## src/rtl/unstriping_pkg.sv

```systemverilog
// Shared types for the two-lane un-striping receive path.
package unstriping_pkg;

  localparam int DEF_WIDTH = 32;

  typedef enum logic [1:0] {
    IDLE  = 2'b00,
    RUN   = 2'b01,
    FLUSH = 2'b10
  } state_t;

  typedef logic lane_idx_t;

endpackage

```

## src/rtl/lane_fifo.sv

```systemverilog
// Per-lane word buffer. Fullness is judged on the pre-edge count, so a pop
// on the same edge never makes room for a write.
module lane_fifo #(
  parameter int WIDTH = 32,
  parameter int DEPTH = 4
) (
  input  logic                       clk,
  input  logic                       reset,
  input  logic                       wr_en,
  input  logic [WIDTH-1:0]           wr_data,
  input  logic                       rd_en,
  output logic [WIDTH-1:0]           rd_data,
  input  logic                       flush,
  output logic [$clog2(DEPTH):0]     count,
  output logic                       full,
  output logic                       empty
);

  localparam int AW = $clog2(DEPTH);
  localparam logic [AW:0] FULL_CNT = (AW+1)'(DEPTH);

  logic [WIDTH-1:0] mem_q [DEPTH];
  logic [AW-1:0]    wr_ptr_q, wr_ptr_d;
  logic [AW-1:0]    rd_ptr_q, rd_ptr_d;
  logic [AW:0]      count_q, count_d;
  logic             wr_acc, rd_acc;

  assign full    = (count_q == FULL_CNT);
  assign empty   = (count_q == '0);
  assign count   = count_q;
  assign rd_data = mem_q[rd_ptr_q];

  assign wr_acc = wr_en && !full && !flush;
  assign rd_acc = rd_en && !empty && !flush;

  always_comb begin
    wr_ptr_d = wr_ptr_q;
    rd_ptr_d = rd_ptr_q;
    count_d  = count_q;
    if (flush) begin
      wr_ptr_d = '0;
      rd_ptr_d = '0;
      count_d  = '0;
    end else begin
      if (wr_acc) wr_ptr_d = wr_ptr_q + 1'b1;
      if (rd_acc) rd_ptr_d = rd_ptr_q + 1'b1;
      count_d = count_q + {{AW{1'b0}}, wr_acc} - {{AW{1'b0}}, rd_acc};
    end
  end

  always_ff @(posedge clk or posedge reset) begin
    if (reset) begin
      wr_ptr_q <= '0;
      rd_ptr_q <= '0;
      count_q  <= '0;
    end else begin
      wr_ptr_q <= wr_ptr_d;
      rd_ptr_q <= rd_ptr_d;
      count_q  <= count_d;
    end
  end

  // Storage needs no reset: the count gates every read.
  always_ff @(posedge clk) begin
    if (wr_acc) mem_q[wr_ptr_q] <= wr_data;
  end

endmodule

```

## src/rtl/lane_deskew_scheduler.sv

```systemverilog
// Two-lane deskew: buffers each lane and re-interleaves lane 0 / lane 1 words,
// flushing on excessive skew.
module lane_deskew_scheduler
  import unstriping_pkg::*;
#(
  parameter int WIDTH    = DEF_WIDTH,
  parameter int DEPTH    = 4,
  parameter int SKEW_MAX = 8
) (
  input  logic             clk,
  input  logic             reset,
  input  logic             valid_0,
  input  logic [WIDTH-1:0] lane_0,
  input  logic             valid_1,
  input  logic [WIDTH-1:0] lane_1,
  output logic             ready_0,
  output logic             ready_1,
  output logic [WIDTH-1:0] data_out,
  output logic             valid_out,
  output logic             active,
  output logic             skew_error,
  output logic             overflow
);

  localparam int CW  = $clog2(SKEW_MAX) + 1;
  localparam int FCW = $clog2(DEPTH) + 1;
  localparam logic [CW-1:0]  STALL_LIM = CW'(SKEW_MAX - 1);
  localparam logic [FCW-1:0] DEPTH_CNT = FCW'(DEPTH);

  state_t           state_q, state_d;
  lane_idx_t        turn_q, turn_d;
  logic [CW-1:0]    stall_q, stall_d;
  logic [WIDTH-1:0] data_q, data_d;
  logic             vout_q, vout_d;
  logic             skew_q, skew_d;
  logic             ovf_q, ovf_d;

  logic             pop0, pop1, flush;
  logic [WIDTH-1:0] rd0, rd1;
  logic [FCW-1:0]   cnt0, cnt1;
  logic             full0, full1, empty0, empty1;

  lane_fifo #(.WIDTH(WIDTH), .DEPTH(DEPTH)) u_fifo0 (
    .clk(clk), .reset(reset), .wr_en(valid_0), .wr_data(lane_0),
    .rd_en(pop0), .rd_data(rd0), .flush(flush),
    .count(cnt0), .full(full0), .empty(empty0)
  );

  lane_fifo #(.WIDTH(WIDTH), .DEPTH(DEPTH)) u_fifo1 (
    .clk(clk), .reset(reset), .wr_en(valid_1), .wr_data(lane_1),
    .rd_en(pop1), .rd_data(rd1), .flush(flush),
    .count(cnt1), .full(full1), .empty(empty1)
  );

  assign flush      = (state_q == FLUSH);
  assign ready_0    = (cnt0 < DEPTH_CNT);
  assign ready_1    = (cnt1 < DEPTH_CNT);
  assign data_out   = data_q;
  assign valid_out  = vout_q;
  assign active     = (state_q == RUN);
  assign skew_error = skew_q;
  assign overflow   = ovf_q;

  always_comb begin
    state_d = state_q;
    turn_d  = turn_q;
    stall_d = stall_q;
    data_d  = data_q;
    vout_d  = 1'b0;
    skew_d  = skew_q;
    pop0    = 1'b0;
    pop1    = 1'b0;
    // Writes landing in the flush cycle are discarded, not counted as drops.
    ovf_d   = ovf_q | (!flush && ((valid_0 && full0) || (valid_1 && full1)));

    case (state_q)
      IDLE: begin
        if (!empty0 && !empty1) begin
          pop0    = 1'b1;
          data_d  = rd0;
          vout_d  = 1'b1;
          turn_d  = 1'b1;
          state_d = RUN;
        end
      end
      RUN: begin
        if (turn_q ? !empty1 : !empty0) begin
          pop0    = !turn_q;
          pop1    = turn_q;
          data_d  = turn_q ? rd1 : rd0;
          vout_d  = 1'b1;
          turn_d  = ~turn_q;
          stall_d = '0;
        end else if (!turn_q && empty0 && empty1) begin
          state_d = IDLE;
          stall_d = '0;
        end else if (stall_q == STALL_LIM) begin
          // SKEW_MAX-1 stalls already tolerated; this one is too many.
          skew_d  = 1'b1;
          stall_d = '0;
          state_d = FLUSH;
        end else begin
          stall_d = stall_q + 1'b1;
        end
      end
      FLUSH: begin
        turn_d  = 1'b0;
        stall_d = '0;
        state_d = IDLE;
      end
      default: state_d = IDLE;
    endcase
  end

  always_ff @(posedge clk or posedge reset) begin
    if (reset) begin
      state_q <= IDLE;
      turn_q  <= 1'b0;
      stall_q <= '0;
      data_q  <= '0;
      vout_q  <= 1'b0;
      skew_q  <= 1'b0;
      ovf_q   <= 1'b0;
    end else begin
      state_q <= state_d;
      turn_q  <= turn_d;
      stall_q <= stall_d;
      data_q  <= data_d;
      vout_q  <= vout_d;
      skew_q  <= skew_d;
      ovf_q   <= ovf_d;
    end
  end

endmodule

```

## config.mk

```make
export PLATFORM = sky130hd
export DESIGN_NAME = lane_deskew_scheduler
export DESIGN_NICKNAME = d
export VERILOG_FILES = /design/src/rtl/unstriping_pkg.sv /design/src/rtl/lane_fifo.sv /design/src/rtl/lane_deskew_scheduler.sv
export SDC_FILE = /design/constraint.sdc
export NUM_CORES = 1
export LEC_CHECK = 0
export BUFFER_PORTS_ARGS = -buffer_cell sky130_fd_sc_hd__buf_2
export CORE_AREA = 2 2 156 158
export DETAILED_ROUTE_END_ITERATION = 10
export DIE_AREA = 0 0 158 160
export PLACE_DENSITY_LB_ADDON = 0.05
export SLEW_MARGIN = 10
export SYNTH_ARGS = -nofsm -noshare
export SYNTH_HDL_FRONTEND = slang
export SYNTH_SLANG_ARGS = --single-unit
```

## constraint.sdc

```tcl
create_clock -name clk -period 7.1 [get_ports clk]
set_input_delay 0.71 -clock clk [delete_from_list [all_inputs] [get_ports clk]]
set_output_delay 0.71 -clock clk [all_outputs]
set_load 0.02 [all_outputs]
```

Word level (Yosys, flattened, before mapping)

Memory sizes are Yosys's and may differ from the RTL's.
Cells that the tools add are included.

Bits in registers: 56
Memory bits (writable): 256
Output and inout bits: 38
Word-level logic and storage cells: 112
Memories: 2

Add/sub/neg operators: 9
Magnitude comparators: 2
Eq/ne operators: 9
Muxes and demuxes: 38
Bitwise operators: 4
Reductions and logical operators: 35

Memory list:

| memory        | words | width | rd ports | clocked after memory_dff | wr ports | line            | text |
|---|---|---|---|---|---|---|---|
| u_fifo0.mem_q | 4     | 32    | 1        | 0                        | 1        | lane_fifo.sv:22 | `logic [WIDTH-1:0] mem_q [DEPTH];` |
| u_fifo1.mem_q | 4     | 32    | 1        | 0                        | 1        | lane_fifo.sv:22 |  |

Operators with widths:

| cell                  | number |
|---|---|
| $mux W32              | 3 |
| $pmux W32 S2          | 1 |
| $mux W2               | 12 |
| $logic_and A1 B1 Y1   | 14 |
| $mux W1               | 12 |
| $mux W4               | 3 |
| $reduce_bool A2 Y1    | 6 |
| $reduce_and A3 Y1     | 3 |
| $add A2 B1 Y2 const B | 4 |
| $pmux W4 S2           | 1 |
| $add A3 B1 Y3         | 2 |
| $eq A3 B3 Y1 const B  | 2 |
| $logic_not A1 Y1      | 6 |
| $logic_not A3 Y1      | 2 |
| $lt A3 B3 Y1 const B  | 2 |
| $mux W3               | 2 |
| $sub A3 B1 Y3         | 2 |
| $add A4 B1 Y4 const B | 1 |
| $eq A4 B3 Y1 const B  | 1 |
| $ne A2 B2 Y1 const B  | 2 |
| $pmux W1 S2           | 2 |
| $pmux W2 S2           | 1 |
| $reduce_and A4 Y1     | 1 |
| $ne A3 B1 Y1 const B  | 1 |
| 9 further kinds       | 11 |

Longest topological paths before layout

Gate-level depths: netlist (run 1).

Depth in word-level cells: 9
Depth in mapped cells: 14
Gate-level depth less buffers: 13

By module

From an unflattened synthesis (run 1), not the netlist that was laid out.

Cell total of the unflattened synthesis: 609
Area, all modules: 12548.3 µm²

Modules (own cells, without submodules):

| module                | instances | cells an instance | area each (µm²) | sequential area each (µm²) |
|---|---|---|---|---|
| lane_fifo             | 2         | 216               | 5136.2          | 4018.9 |
| lane_deskew_scheduler | 1         | 177               | 2275.9          | 1051.0 |

Worst setup path before layout (run 1)

No wires, ideal clock.

Path type: register to register
Start: reg state_q[1]
End: reg u_fifo0.count_q[2], in the netlist u_fifo0.count[2]
Arrival time: 2.498 ns
Required time: 6.968 ns
Setup slack: 4.470 ns
Cell stages (with the launch flop): 15
Path buffers: 1
Period minus slack after synthesis: 2.630 ns
Cells stage by stage: dfrtp_1 > inv_1 > ha_1 > buf_4 > nand2b_4 > a21oi_1 > nor2b_1 > ha_1 > inv_1 > ha_1 > inv_1 > fa_1 > xnor2_1 > xnor2_1 > nor2_1

Longest elaborated chain between the ends: 6
Elaborated cells between the ends (all ways): 11
Classes of those cells: add/sub: 2; eq/ne: 2; mux: 2; reduce/logical: 5

RTL lines:

| item                              | line                         | text |
|---|---|---|
| from (decl)                       | lane_deskew_scheduler.sv:30  | `state_t state_q, state_d;` |
| from (signal assigned)            | lane_deskew_scheduler.sv:125 | `state_q <= state_d;` |
| $eq A2 B1 Y1                      | n/a                          |  |
| via active                        | lane_deskew_scheduler.sv:20  | `output logic active,` |
| $pmux W1 S2                       | lane_deskew_scheduler.sv:76  | `case (state_q)` |
| $logic_and A1 B1 Y1 (2 in series) | lane_fifo.sv:34              | `assign rd_acc = rd_en && !empty && !flush;` |
| $sub A3 B1 Y3                     | lane_fifo.sv:47              | `count_d = count_q + {{AW{1'b0}}, wr_acc} - {{AW{1'b0}}, rd_acc};` |
| $mux W3                           | lane_fifo.sv:40              | `if (flush) begin` |
| via u_fifo0.count_d[2]            | lane_fifo.sv:25              | `logic [AW:0] count_q, count_d;` |
| to (signal assigned)              | lane_fifo.sv:59              | `count_q <= count_d;` |
| to (decl)                         | lane_fifo.sv:25              |  |

The timed path passes the listed nets, and every way through them passes these cells.
A chain may end at the register's enable or synchronous reset.

Worst setup path after layout (run 1)

Start: reg state_q[0]
End: reg u_fifo1.count_q[2], in the netlist u_fifo1.count[2]

Longest elaborated chain between the ends: 6
Elaborated cells between the ends (all ways): 10
Classes of those cells: add/sub: 2; eq/ne: 2; mux: 2; reduce/logical: 4

RTL lines:

| item                                                 | line |
|---|---|
| $eq A2 B2 Y1 or $eq A2 B1 Y1 (tied branches)         | lane_deskew_scheduler.sv:55, lane_deskew_scheduler.sv:76 |
| $logic_not A1 Y1 or $mux W1 (tied branches)          | lane_fifo.sv:33, lane_fifo.sv:34, lane_deskew_scheduler.sv:76 |
| $logic_and A1 B1 Y1, on equally long branches        | lane_fifo.sv:33, lane_fifo.sv:34 |
| $add A3 B1 Y3 or $logic_and A1 B1 Y1 (tied branches) | lane_fifo.sv:47, lane_fifo.sv:34 |
| $sub A3 B1 Y3                                        | lane_fifo.sv:47 |
| $mux W3 (*)                                          | lane_fifo.sv:40 |
| via u_fifo1.count_d[2]                               | lane_fifo.sv:25 |
| to (signal assigned)                                 | lane_fifo.sv:59 |
| to (decl)                                            | lane_fifo.sv:25 |

Mark *: on every way through the listed nets, which the timed path passes. The rest lies on a longest branch.

==> results of run 1 <==
[layout make-up]
cell class	instances	area share [%]
flip-flops and latches	312	63.0
multi-input cells	339	22.5
clock buffers	53	6.81
repair buffers	108	3.80
well taps	324	2.81
clock inverters	6	0.563
inverters	18	0.468
diodes	3	0.0520
[worst max-delay path, stage by stage (launching register included)]
cell and delay (ns):
dfrtp_1 0.41, inv_1 0.12, ha_1 0.79, nor3_1 0.16, ha_1 0.31, inv_1 0.06, ha_1 0.14, inv_1 0.05
fa_1 0.37, xnor2_1 0.18, xnor2_1 0.14, nor2_1 0.05
[sequential cells by signal (all words and copies together) (netlist names), 2 cells and up]
register / cells
u_fifo1.mem_q: 128
u_fifo0.mem_q: 128
u_fifo1.rd_ptr_q: 2
u_fifo1.count: 3
state_q: 2
data_out: 32
u_fifo0.wr_ptr_q: 2
u_fifo1.wr_ptr_q: 2
u_fifo0.rd_ptr_q: 2
stall_q: 4
u_fifo0.count: 3
[where the power goes]
group / total [mW] / switching, mW / internal (mW)
combinational: 2.25 / 1.21 / 1.04
clock: 1.67 / 0.645 / 1.02
sequential: 2.81 / 0.321 / 2.49
total: 6.72 / 2.17 / 4.55
[through the flow]
step | total power [mW] | instances
final | 6.72 | 1163
after global routing | 7.09 | 1162
after CTS | 6.80 | 1160
after detailed placement | 5.12 | 1101
after global placement | 5.04 | 1101
after floorplan | 4.55 | 706
[synth_stat cells (2+ instances only)]
cell type	n
edfxtp_1	256
mux2i_1	131
dfrtp_1	56
o22a_1	33
o221ai_1	32
mux2_4	30
ha_1	18
inv_1	18
nor2_1	17
clkbuf_1	16
buf_2	12
and2_1	8
nand2_1	8
xnor2_1	8
o31ai_1	5
a21o_1	3
a31oi_1	3
buf_12	3
buf_6	3
mux2_2	3
nor2b_1	3
or3_1	3
a21oi_1	2
buf_4	2
fa_1	2
nand3_1	2
nor3_2	2
o21ai_0	2
o21bai_1	2
o22ai_1	2
o41ai_1	2
[cells by family after synthesis]
logic type / count (synthesis) / synth area share [%]
xor gates and xnor gates: 9 / 0.625
AOI/OAI and AO/OA: 91 / 6.03
DFF: 312 / 72.0
and+or+nand+nor: 54 / 2.46
adders and majority gates: 20 / 2.10
muxes: 165 / 14.3
buffers and inverters: 55 / 2.43
[layer usage]
layer	track usage, %	vias to the layer above
li1	-	2996
met1	27.1	3309
met2	34.4	146
met3	3.93	51
met4	6.76	2
met5	0	-
[layout by cell type (no fill, tap or decap), types with 4 or more instances in the layout]
cell and count:
o22a_1 33, clkbuf_8 4, mux2i_1 131, nor2_1 17, buf_2 105, clkbuf_16 35, mux2_4 30, o31ai_1 5
ha_1 18, nand2_1 6, o221ai_1 32, clkbuf_1 14, edfxtp_1 256, inv_1 17, dfrtp_1 54, and2_2 8
xnor2_1 8
[final timing paths]
path	slack, ns	endpoint
setup / recovery	4.15	u_fifo1.count[2]$_DFF_PP0_
hold / removal	0.42	u_fifo1.mem_q[3][7]$_DFFE_PP_
setup reg to reg	4.15	u_fifo1.count[2]$_DFF_PP0_
hold reg to reg	0.47	skew_error$_DFFE_PP0P_
max in group asynchronous	6.00	u_fifo0.rd_ptr_q[1]$_DFFE_PP0P_
min in group asynchronous	0.48	data_out[27]$_DFFE_PP0P_
==> impl_metrics.env, run 1 <==
export IMPL_fin_crit_sh_pct=41.5
export IMPL_yosysTopAreaCell="edfxtp_1"
export IMPL_clock_transition_at_the_register_clock_pins_on_the_worst_setup_and_hold_paths_after_cts_ns=0.06
export IMPL_ff2ff_path_depth=11
export IMPL_postSynthCellCount=706
export IMPL_timing_worst_slew_pin_value_ns=1.16
export IMPL_cts_buffers_inserted=34
export IMPL_numClockSinks=312
export IMPL_utilization_pct=60.6
export IMPL_synth_yosys_warnings=0
export IMPL_synth_ff_type="edfxtp_1"
export IMPL_route_top_layer_used="met5"
export IMPL_synth_top_area_share_pct=60.9
export IMPL_final_cell_area_um2=14400
export IMPL_postRouteWirelength_um=25000
export IMPL_detail_route_iter0_violations=348
export IMPL_crit_required_ns=7.44
export IMPL_post_route_setup_tns_ns=0
export IMPL_placement_cell_area_um2=13400
export IMPL_dr_total_vias=6504
export IMPL_tritoncts="built"
export IMPL_maxSlewViolCount=0
export IMPL_gr_total_overflow=0
export IMPL_first_pass_iters=4
export IMPL_element_type_at_the_critical_path_end="flip-flop"
export IMPL_synth_cell_type_count=50
export IMPL_met3WireLength_um=1260
export IMPL_total_of_endpoints_with_negative_setup_slack_in_the_final_report=0
export IMPL_final_min_clock_period_ns=2.95
export IMPL_final_setup_worst_slack_ns=4.15
export IMPL_regToRegStartpoint="state_q[0]$_DFFE_PP0P_"
export IMPL_multi_input_area_um2=3240
export IMPL_final_antenna_net_count=0
export IMPL_placementRows=57
export IMPL_leakage_power_nw=5.54
export IMPL_worst_ir_drop_vdd_uv=273
export IMPL_cts_hold_fix_buffers=0
export IMPL_die_height_um=160
export IMPL_filler_cell_count=1826
export IMPL_cts_repair_timing_setup_buffer_count=0
export IMPL_timing_critical_path_arrival_ns=3.28
export IMPL_syn_nets=794
export IMPL_final_hold_viol_count=0
export IMPL_final_layout_size_suffix_gt1_share_pct=24.5
export IMPL_half_perimeter_wire_length_after_detailed_placement_um=14200
export IMPL_place_port_buffers=105
export IMPL_synth_cell_area_um2=12600
export IMPL_yosysSeqAreaShare_pct=72.0
export IMPL_hp_class="input port to flip-flop"
export IMPL_synth_edf_count=256
export IMPL_max_clock_path_buffers=3
export IMPL_detailedPlace_worstSlack_ns=4.14
export IMPL_final_hold_worst_slack_ns=0.421
export IMPL_final_nets=901
export IMPL_clock_tree_htree_level_count=2
export IMPL_slew_headroom_pct=22.6
export IMPL_global_placement_routability_congestion=0.749
export IMPL_number_of_gates_resized_after_cts=0
export IMPL_rsz_0062_raised_after_global_routing="no"
export IMPL_clk_insertion_delay_late_ns=0.50
export IMPL_grt_util_all_layers_pct=20.5
export IMPL_core_um2=23800
export IMPL_io_pin_count=106
export IMPL_routed_wire_length_on_met2_um=12300
export IMPL_cts_root_buffer="clkbuf_16"
export IMPL_critical_path_startpoint="state_q[0]$_DFFE_PP0P_"
export IMPL_post_drt_via_cell_ratio=5.59
export IMPL_drc=0
export IMPL_power_per_cell_area_nw_per_um2=466
export IMPL_starting_utilization_of_the_core_area_pct=53.0
export IMPL_synthesis_area_per_instance_um2=17.9
export IMPL_status="completed"
export IMPL_detail_route_wirelength_met1_um=10800
export IMPL_synth_seq_cells=312
export IMPL_drv_cap=0
export IMPL_die_width_um=158
export IMPL_crit_type="flip-flop to flip-flop"
export IMPL_seq_area_um2=9100
export IMPL_die_area_um2=25300
export IMPL_global_route_wire_length_before_repair_um=38600
export IMPL_fin_worst_skew_ns=0.0212
export IMPL_postSynth_asyncResetShare_pct=17.9
export IMPL_area_growth_pct=14.4
export IMPL_grt_start_max_net_pins=68
export IMPL_post_synth_main_area_contributors="edfxtp_1 (61%), dfrtp_1 (11%), mux2i_1 (10%)"
export IMPL_worstSetupStartpointType="flip-flop"
export IMPL_worstHoldStart="lane_1[7]"
export IMPL_crit_path_max_fanout=27
export IMPL_grt_antenna_before_repair=4
export IMPL_max_frequency_ghz=0.339
export IMPL_grt_pass1_vias=6925
export IMPL_drt_wirelength_per_cell_um=21.5
export IMPL_holdPathStages=1
Power figures use the tool's default switching activity.
==> inputs of run 2 (changes only) <==
Clock period 7.1 ns to 2.6 ns, I/O delays scaled along.
==> run 2 against run 1 <==
Net effect:
- clock power increased by 150%
- cell count grew 8.8%
- flip-flop and latch count is the same
- critical endpoint is now u_fifo0.count[2]$_DFF_PP0_
- register-to-register slack worse by 4.0 ns
- final area increased by 7.0%
- core utilization increased by 4.2 points
- global-route usage grew 0.75 points
- die area unchanged
- critical path type unchanged
- hold slack got worse by 0.38 ns
- combinational power rose to 3.2 times the previous value
- sequential share of layout area shrank 4.1 points
- setup slack worse by 4.0 ns
==> impl_metrics.env, run 2 (synthesis results as in run 1) <==
export IMPL_final_hold_worst_slack_ns=0.0435
export IMPL_area_growth_pct=22.3
export IMPL_use_met2_pct=37.1
export IMPL_worst_ir_drop_vdd_uv=1210
export IMPL_die_height_um=160
export IMPL_leakage_power_nw=6.01
export IMPL_final_min_clock_period_ns=2.43
export IMPL_maxSlewViolCount=0
export IMPL_share_seq_of_total_power_pct=39.9
export IMPL_internal_power_mw=12.6
export IMPL_half_perimeter_wire_length_after_detailed_placement_um=16000
export IMPL_status="completed"
export IMPL_global_placement_routability_congestion=0.751
export IMPL_fin_crit_sh_pct=93.4
export IMPL_power_net_switching_mw=6.10
export IMPL_core_um2=23800
export IMPL_post_route_setup_tns_ns=0
export IMPL_hp_class="input port to flip-flop"
export IMPL_crit_path_max_fanout=4
export IMPL_max_frequency_ghz=0.412
export IMPL_final_cell_area_um2=15400
export IMPL_detailedPlace_worstSlack_ns=0.113
export IMPL_die_area_um2=25300
export IMPL_tritoncts="built"
export IMPL_detail_route_iter0_violations=352
export IMPL_mostFrequentLayoutCells="edfxtp_1 (256), mux2i_1 (131), buf_2 (105)"
export IMPL_die_width_um=158
export IMPL_numClockSinks=312
export IMPL_grt_start_max_net_pins=33
export IMPL_grt_antenna_before_repair=1
export IMPL_mostFrequentLayoutCell="edfxtp_1"
export IMPL_timing_critical_path_arrival_ns=2.86
export IMPL_final_hold_viol_count=0
export IMPL_fin_worst_skew_ns=0.0128
export IMPL_starting_utilization_of_the_core_area_pct=53.0
export IMPL_post_drt_via_cell_ratio=5.45
export IMPL_swShare_pct=32.6
export IMPL_grt_util_all_layers_pct=21.3
export IMPL_clock_tree_htree_level_count=1
export IMPL_gr_total_overflow=0
export IMPL_clock_transition_at_the_register_clock_pins_on_the_worst_setup_and_hold_paths_after_cts_ns=0.06
export IMPL_share_clk_of_total_power_pct=22.2
export IMPL_global_route_usage_met3_pct=3.12
export IMPL_placement_cell_area_um2=13800
export IMPL_place_port_buffers=105
export IMPL_use_met1_pct=28.5
export IMPL_placementRows=57
export IMPL_dr_total_vias=6894
export IMPL_cts_root_buffer="clkbuf_16"
export IMPL_final_antenna_net_count=0
export IMPL_clk_insertion_delay_late_ns=0.55
export IMPL_first_pass_iters=4
export IMPL_rsz_0062_raised_after_global_routing="no"
export IMPL_final_setup_worst_slack_ns=0.171
export IMPL_element_type_at_the_critical_path_end="flip-flop"
export IMPL_cts_buffers_inserted=31
export IMPL_globalRoute_busiestLayer="met2"
export IMPL_postRouteWirelength_um=26400
export IMPL_io_pin_count=106
export IMPL_power_combinational_fraction_pct=37.9
export IMPL_total_of_endpoints_with_negative_setup_slack_in_the_final_report=0
export IMPL_timing_worst_slew_pin_value_ns=0.537
export IMPL_final_nets=1004
export IMPL_crit_type="flip-flop to flip-flop"
export IMPL_filler_cell_count=1686
export IMPL_grt_pass1_vias=7364
export IMPL_slew_headroom_pct=64.1
export IMPL_drt_wirelength_per_cell_um=20.8
export IMPL_drc=0
export IMPL_worstSetupStartpointType="flip-flop"
export IMPL_max_clock_path_buffers=3
export IMPL_final_layout_size_suffix_gt1_share_pct=26.9
export IMPL_global_route_wire_length_before_repair_um=40600
export IMPL_drv_cap=0
export IMPL_power_per_cell_area_nw_per_um2=1210
export IMPL_crit_required_ns=3.03
==> run 2: worst max-delay path, stage by stage (launching register included) <==
cell     delay [ns]
dfrtp_1        0.43
inv_2          0.10
ha_2           0.18
o31ai_1        0.09
a21oi_1        0.19
nor2b_2        0.16
ha_1           0.23
inv_1          0.06
ha_1           0.14
inv_1          0.05
fa_2           0.35
xnor2_2        0.14
xnor2_1        0.15
nor2_1         0.05
==> run 2: metal layers <==
layer	vias to the layer above	wire length, um	part of all wire (%)
li1	3196	-	-
met1	3498	11500	43
met2	161	13300	51
met3	39	1100	4.2
met4	0	482	1.8
met5	-	0	0
==> run 2: final timing paths <==
kind	cells past startpoint	slack, ns	endpoint	start
max in group asynchronous	4	1.55	u_fifo1.rd_ptr_q[0]$_DFFE_PP0P_	reset
max reg2reg	13	0.17	u_fifo0.count[2]$_DFF_PP0_	state_q[1]$_DFFE_PP0P_
min in group asynchronous	3	0.31	u_fifo0.count[0]$_DFF_PP0_	reset
min reg2reg	1	0.47	overflow$_DFF_PP0_	overflow$_DFF_PP0_
min	3	0.04	overflow$_DFF_PP0_	valid_1
max	13	0.17	u_fifo0.count[2]$_DFF_PP0_	state_q[1]$_DFFE_PP0P_
==> run 2: power by group through the flow <==
| stage | clock [mW] | sequential [mW] | combinational, mW |
|---|---|---|---|
| 6_report | 4.17 | 7.48 | 7.10 |
| 5_1_grt | 4.45 | 7.60 | 7.69 |
| 4_1_cts | 4.25 | 7.48 | 7.14 |
| 3_5_place_dp | 0 | 7.57 | 7.03 |
| 3_3_place_gp | 0 | 7.50 | 6.88 |
| 2_1_floorplan | 0 | 7.58 | 4.85 |
==> run 2: area by class of cell <==
cell class / instances / area (um2) / area share, %
Sequential cell: 312 / 9100 / 58.9
Multi-Input combinational cell: 339 / 3260 / 21.1
Timing Repair Buffer: 214 / 1640 / 10.6
Clock buffer: 49 / 893 / 5.79
Tap cell: 324 / 405 / 2.63
Inverter: 18 / 67.6 / 0.438
Clock inverter: 8 / 66.3 / 0.429
Antenna cell: 1 / 2.50 / 0.0162
==> run 2: repair_timing <==
action	CTS	global route
resized for setup	0	7
hold buffers	65	0
endpoints found under the setup margin	0	2
hold endpoints to repair	276	0
setup buffers	0	3
==> run 2: stage by stage <==
stage                     util, %  instances  power [mW]
after floorplan                 -        706        12.4
after global placement       57.9       1139        14.4
after detailed placement     57.9       1139        14.6
after CTS                    64.6       1261        18.9
after global routing         64.8       1265        19.7
final                        64.8       1265        18.7
